$ cat src/rtl/lsu_pkg.sv
// Shared definitions for the load/store unit: funct3 encodings, FSM states and width defaults.
package lsu_pkg;

  localparam int ADDR_W_DEF = 32;
  localparam int DATA_W_DEF = 32;

  localparam logic [2:0] F3_LB  = 3'b000;
  localparam logic [2:0] F3_LH  = 3'b001;
  localparam logic [2:0] F3_LW  = 3'b010;
  localparam logic [2:0] F3_LBU = 3'b100;
  localparam logic [2:0] F3_LHU = 3'b101;
  localparam logic [2:0] F3_SB  = 3'b000;
  localparam logic [2:0] F3_SH  = 3'b001;
  localparam logic [2:0] F3_SW  = 3'b010;

  typedef enum logic [1:0] {
    ST_IDLE = 2'd0,
    ST_REQ  = 2'd1,
    ST_DONE = 2'd2
  } state_e;

  function automatic logic f3_legal(input logic we, input logic [2:0] f3);
    if (we) return (f3 == F3_SB) || (f3 == F3_SH) || (f3 == F3_SW);
    return (f3 == F3_LB) || (f3 == F3_LH) || (f3 == F3_LW) ||
           (f3 == F3_LBU) || (f3 == F3_LHU);
  endfunction

  // funct3[1:0] encodes access size: 00 byte, 01 halfword, 10 word.
  function automatic logic f3_misaligned(input logic [2:0] f3, input logic [1:0] lo);
    case (f3[1:0])
      2'b01:   return lo[0];
      2'b10:   return |lo;
      default: return 1'b0;
    endcase
  endfunction

endpackage

$ cat src/rtl/lsu_load_extract.sv
// Selects the addressed byte/halfword of a read word and sign- or zero-extends it.
module lsu_load_extract
  import lsu_pkg::*;
(
  input  logic [31:0] rdata_i,
  input  logic [2:0]  funct3_i,
  input  logic [1:0]  addr_lo_i,
  output logic [31:0] data_o
);

  logic [7:0]  byte_sel;
  logic [15:0] half_sel;

  always_comb begin
    byte_sel = rdata_i[{addr_lo_i, 3'b000} +: 8];
    half_sel = addr_lo_i[1] ? rdata_i[31:16] : rdata_i[15:0];
    case (funct3_i)
      F3_LB:   data_o = {{24{byte_sel[7]}}, byte_sel};
      F3_LH:   data_o = {{16{half_sel[15]}}, half_sel};
      F3_LW:   data_o = rdata_i;
      F3_LBU:  data_o = {24'd0, byte_sel};
      F3_LHU:  data_o = {16'd0, half_sel};
      default: data_o = 32'd0;
    endcase
  end

endmodule

$ cat src/rtl/load_store_unit.sv
// Multi-cycle load/store unit with req/ack memory handshake, one op in flight.
// Build option: define LSU_MISALIGN_TRAP_EN to turn misaligned accesses into errors.
module load_store_unit
  import lsu_pkg::*;
#(
  parameter int ADDR_W = ADDR_W_DEF,
  parameter int DATA_W = DATA_W_DEF
) (
  input  logic              in_clk,
  input  logic              in_rst,
  input  logic              in_valid,
  input  logic              in_we,
  input  logic [2:0]        in_funct3,
  input  logic [ADDR_W-1:0] in_addr,
  input  logic [DATA_W-1:0] in_store_data,
  output logic              out_ready,
  output logic              out_done,
  output logic [DATA_W-1:0] out_load_data,
  output logic              out_error,
  output logic              out_mem_req,
  output logic              out_mem_we,
  output logic [ADDR_W-1:0] out_mem_addr,
  output logic [DATA_W-1:0] out_mem_wdata,
  output logic [3:0]        out_mem_wstrb,
  input  logic              in_mem_ack,
  input  logic [DATA_W-1:0] in_mem_rdata,
  output logic [1:0]        out_dbg_state
);

  // Handshake: an op is accepted on an edge where in_valid=1 and out_ready=1;
  // memory completes on an edge where out_mem_req=1 and in_mem_ack=1.
  state_e            state_q;
  logic              we_q;
  logic [2:0]        funct3_q;
  logic [ADDR_W-1:0] addr_q;
  logic [DATA_W-1:0] sdata_q;
  logic              mem_req_q;
  logic              err_q;
  logic [DATA_W-1:0] ldata_q;
  logic [DATA_W-1:0] ext_data;
  logic              reject;

`ifdef LSU_MISALIGN_TRAP_EN
  assign reject = !f3_legal(in_we, in_funct3) || f3_misaligned(in_funct3, in_addr[1:0]);
`else
  assign reject = !f3_legal(in_we, in_funct3);
`endif

  lsu_load_extract u_extract (
    .rdata_i   (in_mem_rdata),
    .funct3_i  (funct3_q),
    .addr_lo_i (addr_q[1:0]),
    .data_o    (ext_data)
  );

  always_ff @(posedge in_clk) begin
    if (in_rst) begin
      state_q   <= ST_IDLE;
      we_q      <= 1'b0;
      funct3_q  <= 3'd0;
      addr_q    <= '0;
      sdata_q   <= '0;
      mem_req_q <= 1'b0;
      err_q     <= 1'b0;
      ldata_q   <= '0;
    end else begin
      case (state_q)
        ST_IDLE: begin
          if (in_valid) begin
            we_q     <= in_we;
            funct3_q <= in_funct3;
            addr_q   <= in_addr;
            sdata_q  <= in_store_data;
            if (reject) begin
              err_q   <= 1'b1;
              state_q <= ST_DONE;
            end else begin
              mem_req_q <= 1'b1;
              state_q   <= ST_REQ;
            end
          end
        end
        ST_REQ: begin
          if (in_mem_ack) begin
            mem_req_q <= 1'b0;
            if (!we_q) ldata_q <= ext_data;
            state_q <= ST_DONE;
          end
        end
        ST_DONE: begin
          // Result fields only carry meaning during the done pulse.
          err_q   <= 1'b0;
          ldata_q <= '0;
          state_q <= ST_IDLE;
        end
        default: state_q <= ST_IDLE;
      endcase
    end
  end

  always_comb begin
    out_mem_wdata = sdata_q;
    out_mem_wstrb = 4'b0000;
    if (we_q) begin
      case (funct3_q)
        F3_SB: begin
          out_mem_wdata = {4{sdata_q[7:0]}};
          out_mem_wstrb = 4'b0001 << addr_q[1:0];
        end
        F3_SH: begin
          out_mem_wdata = {2{sdata_q[15:0]}};
          out_mem_wstrb = addr_q[1] ? 4'b1100 : 4'b0011;
        end
        F3_SW:   out_mem_wstrb = 4'b1111;
        default: out_mem_wstrb = 4'b0000;
      endcase
    end
  end

  assign out_ready     = (state_q == ST_IDLE);
  assign out_done      = (state_q == ST_DONE);
  assign out_error     = err_q;
  assign out_load_data = ldata_q;
  assign out_mem_req   = mem_req_q;
  assign out_mem_we    = we_q;
  assign out_mem_addr  = {addr_q[ADDR_W-1:2], 2'b00};
  assign out_dbg_state = state_q;

endmodule

$ cat config.mk
export PLATFORM = sky130hd
export DESIGN_NAME = load_store_unit
export DESIGN_NICKNAME = d
export VERILOG_FILES = /design/src/rtl/lsu_pkg.sv /design/src/rtl/lsu_load_extract.sv /design/src/rtl/load_store_unit.sv
export SDC_FILE = /design/constraint.sdc
export NUM_CORES = 1
export LEC_CHECK = 0
export BUFFER_PORTS_ARGS = -buffer_cell sky130_fd_sc_hd__buf_2
export CAP_MARGIN = 20
export CORE_MARGIN = 4
export CORE_UTILIZATION = 40
export CTS_CLUSTER_SIZE = 24
export DETAILED_ROUTE_END_ITERATION = 10
export PLACE_DENSITY_LB_ADDON = 0.05
export SETUP_SLACK_MARGIN = 0.05
export SLEW_MARGIN = 40
export SYNTH_ARGS = -nofsm -noshare
export SYNTH_HDL_FRONTEND = slang
export SYNTH_SLANG_ARGS = --single-unit
$ cat constraint.sdc
create_clock -name in_clk -period 2.21 [get_ports in_clk]
set_input_delay 0.3315 -clock in_clk [delete_from_list [all_inputs] [get_ports in_clk]]
set_output_delay 0.3315 -clock in_clk [all_outputs]
set_load 0.02 [all_outputs]
==> flow_summary.yaml <==
layout:
  area_delta_synth_final_pct: 25.89
  design_area_um2: 6132
  layout-drive-gt1-share_pct: 41.79
  storage_element_area_um2: 2082
  design.final.nets: 824
  num-fill-cells: 1186
  multiInputGateArea_um2: 2306
  mostFrequentLayoutCell: "buf_2"
  final_cell_mix: "buf_2, nand2_1, dfxtp_1, a21oi_1, mux2_2"
  n_antenna_cell: 0
floorplan:
  die_height_um: 118.4
  total_die_area_um2: 14010
  top_level_ports: 211
  core_area_um2: 11960
  floorplan.initialDensity_pct: 40.72
  fp.dieW_um: 118.4
  core.rowCount: 40
setup_path:
  critical-path-max-stage-delay_ps: 360
  crit_path_end_kind: "output pin"
  crit_chain: "buf_12 -> nor3_4 -> buf_6 -> mux2_2 -> buf_2"
  path_max_fanout: 17
  arrival_ps: 1760
  worst_path_max_delay_cell: "dfxtp_1"
  worst_setup_path_start_kind: "register"
  criticalPathCategory: "register to output pin"
  timing.critical_path.required_ps: 1880
synth:
  seq_area_frac_synth_pct: 42.74
  synth.distinct_cells: 42
  yosys_warnings: 0
  synth_top_cell_by_area: "dfxtp_1"
  post_synth_inst_count: 566
  synthTopCellsByArea: "dfxtp_1, nand2_1, a21oi_1"
  mappedNetlistArea_um2: 4871
  synth_area_per_cell_um2: 8.606
  ys_seq_elements: 104
  netlist.area_leader.share_pct: 42.74
detailed_routing:
  number_of_nets_with_antenna_violations_after_routing: 0
  drt_wl_total_um: 13450
  drt_iter0_drc: 170
  detailroute.via_count: 4370
  detailedRoute.firstPassIterationCount: 5
  drc: 0
  via_per_inst: 5.011
  detail_route.wl_per_cell_um: 15.42
clock_tree:
  cts-hold-fix-buffers: 0
  cts.reportedPaths.clkPinSlew_ps: 70
  tritoncts_num_sinks: 104
  cts-htree-levels: 3
  cts.path.max_buffers: 2
  worst_skew_pair_later_pin_latency_ps: 340
  cts_tree: "yes"
  postCtsSetupBuffers: 0
  cts-buffers-inserted: 9
  root_buffer: "clkbuf_16"
sta:
  fin_skew_ps: 5.010
  hold_viol_final: 0
  rsz0062_at_grt: "true"
  worst_hold_slack_ps: 214.7
  slew_headroom_pct: 57.89
  setup-tns-final_ps: 0
  report.final.setup_viol: 0
  fin_crit_ps: 2096
  final-max-slew-violation-count: 0
  tightest_slew_ps: 631.7
  post-route-period-util_pct: 94.85
  fmax_mhz: 477.0
global_routing:
  track_usage_pct: 18.87
  grt_start_max_net_pins: 52
  number_of_global_route_vias_before_repair: 4252
  wire_length_of_the_first_global_routing_pass_um: 21710
  gr-total-overflow: 0
  antenna_violations_before_repair: 0
placement:
  hpwlAfterDp_um: 9838
  post_detailed_placement_cell_area_um2: 5747
  routabilityCongestion: 0.7738
  numPortBuffers: 208
power:
  p_leak_nw: 2.820
  peak_supply_drop_v: 0.0003940
  power.density_cell_area_nw_per_um2: 781.7
min_path:
  holdCritPathClass: "input pin to register"
run:
  number_of_max_capacitance_violations_reported: 0
status:
  run_status: "finished, final reports clean"
-- synth_stat cells --
cell / n
a21oi_1: 89
a221oi_1: 8
clkinv_1: 1
nor2_1: 21
nand2_1: 147
and3b_1: 1
a2111oi_4: 1
o21a_1: 1
a221o_2: 10
buf_2: 12
buf_6: 2
buf_8: 1
nor4b_4: 1
nor3_4: 1
mux2_4: 2
or3b_2: 1
inv_1: 1
o21ai_0: 8
dfxtp_1: 104
a21o_1: 1
mux4_1: 1
buf_1: 3
clkbuf_1: 20
buf_4: 43
a222oi_1: 7
a211oi_1: 2
nor3_2: 2
nor3_1: 7
o21ba_2: 1
nand2b_1: 3
and2b_1: 1
conb_1: 1
or2_2: 1
a221o_1: 7
and4bb_2: 1
o21ai_1: 2
nor2_4: 1
nor2b_1: 1
nand3b_1: 2
mux2_2: 36
nor2_2: 2
mux2i_1: 9
-- final timing paths --
check,endpoint,depth (start not counted),start,slack [ps]
max,out_mem_wdata[10],5,funct3_q[0],110
min reg2reg,addr_q[22],2,addr_q[22],450
min,sdata_q[4],3,in_store_data[4],210
max reg2reg,out_load_data[27],4,funct3_q[1],270
-- flip-flops by register name (all words and copies together) (netlist names) --
signal         count
addr_q            32
out_load_data     32
sdata_q           32
funct3_q           3
out_dbg_state      2
out_error          1
out_mem_req        1
out_mem_we         1
-- per-stage QoR --
step,worst slack (ps),cells,total power [W],utilization [%]
final,113.7,872,0.004794,51.27
after CTS,72.21,872,0.004835,50.97
after global placement,106.2,856,0.003026,47.99
after detailed placement,186.6,856,0.003040,48.04
after floorplan,305.7,567,0.002761,-
after global routing,54.35,872,0.005021,51.27
-- worst max-delay path, delay by kind of cell (launching register included) --
kind	cells	cell delay [ps]
buffers and inverters	3	510
DFF	1	360
muxes	1	350
and+or+nand+nor	1	180
-- layout make-up --
type | instances | area share (%)
multi-input cells | 380 | 37.60
flip-flops and latches | 104 | 33.95
repair buffers | 223 | 19.77
clock buffers | 12 | 4.346
well taps | 147 | 2.999
clock inverters | 4 | 1.204
inverters | 2 | 0.1224
-- kinds of logic after synthesis --
logic type / share of synthesized area [%]
and+or+nand+nor: 17.11
AOI/OAI and AO/OA: 18.19
DFF: 42.74
buffers and inverters: 10.56
muxes: 11.33
other: 0.07699
-- report_power, final --
group          internal (W)  switching (W)  total [W]
clock network       0.00109       0.000705    0.00179
logic              0.000384       0.000561   0.000946
registers           0.00198      0.0000732    0.00205
total               0.00345        0.00134    0.00479
-- layer usage --
layer	GRT usage [%]	part of all wire [%]	wire, um	up-vias
li1	-	-	-	2222
met1	23.54	43	5775	2002
met2	31.01	48	6491	134
met3	6.124	7.5	1011	12
met4	5.788	1.3	172	0
met5	0	0	0	-
-- repair_timing --
| item | in CTS | in global routing |
|---|---|---|
| setup endpoints to repair | 10 | 19 |
| gates resized for setup | 3 | 9 |
| gates cloned | 0 | 0 |
| endpoints found under the hold margin | 0 | 0 |
Power figures use the tool's default switching activity.
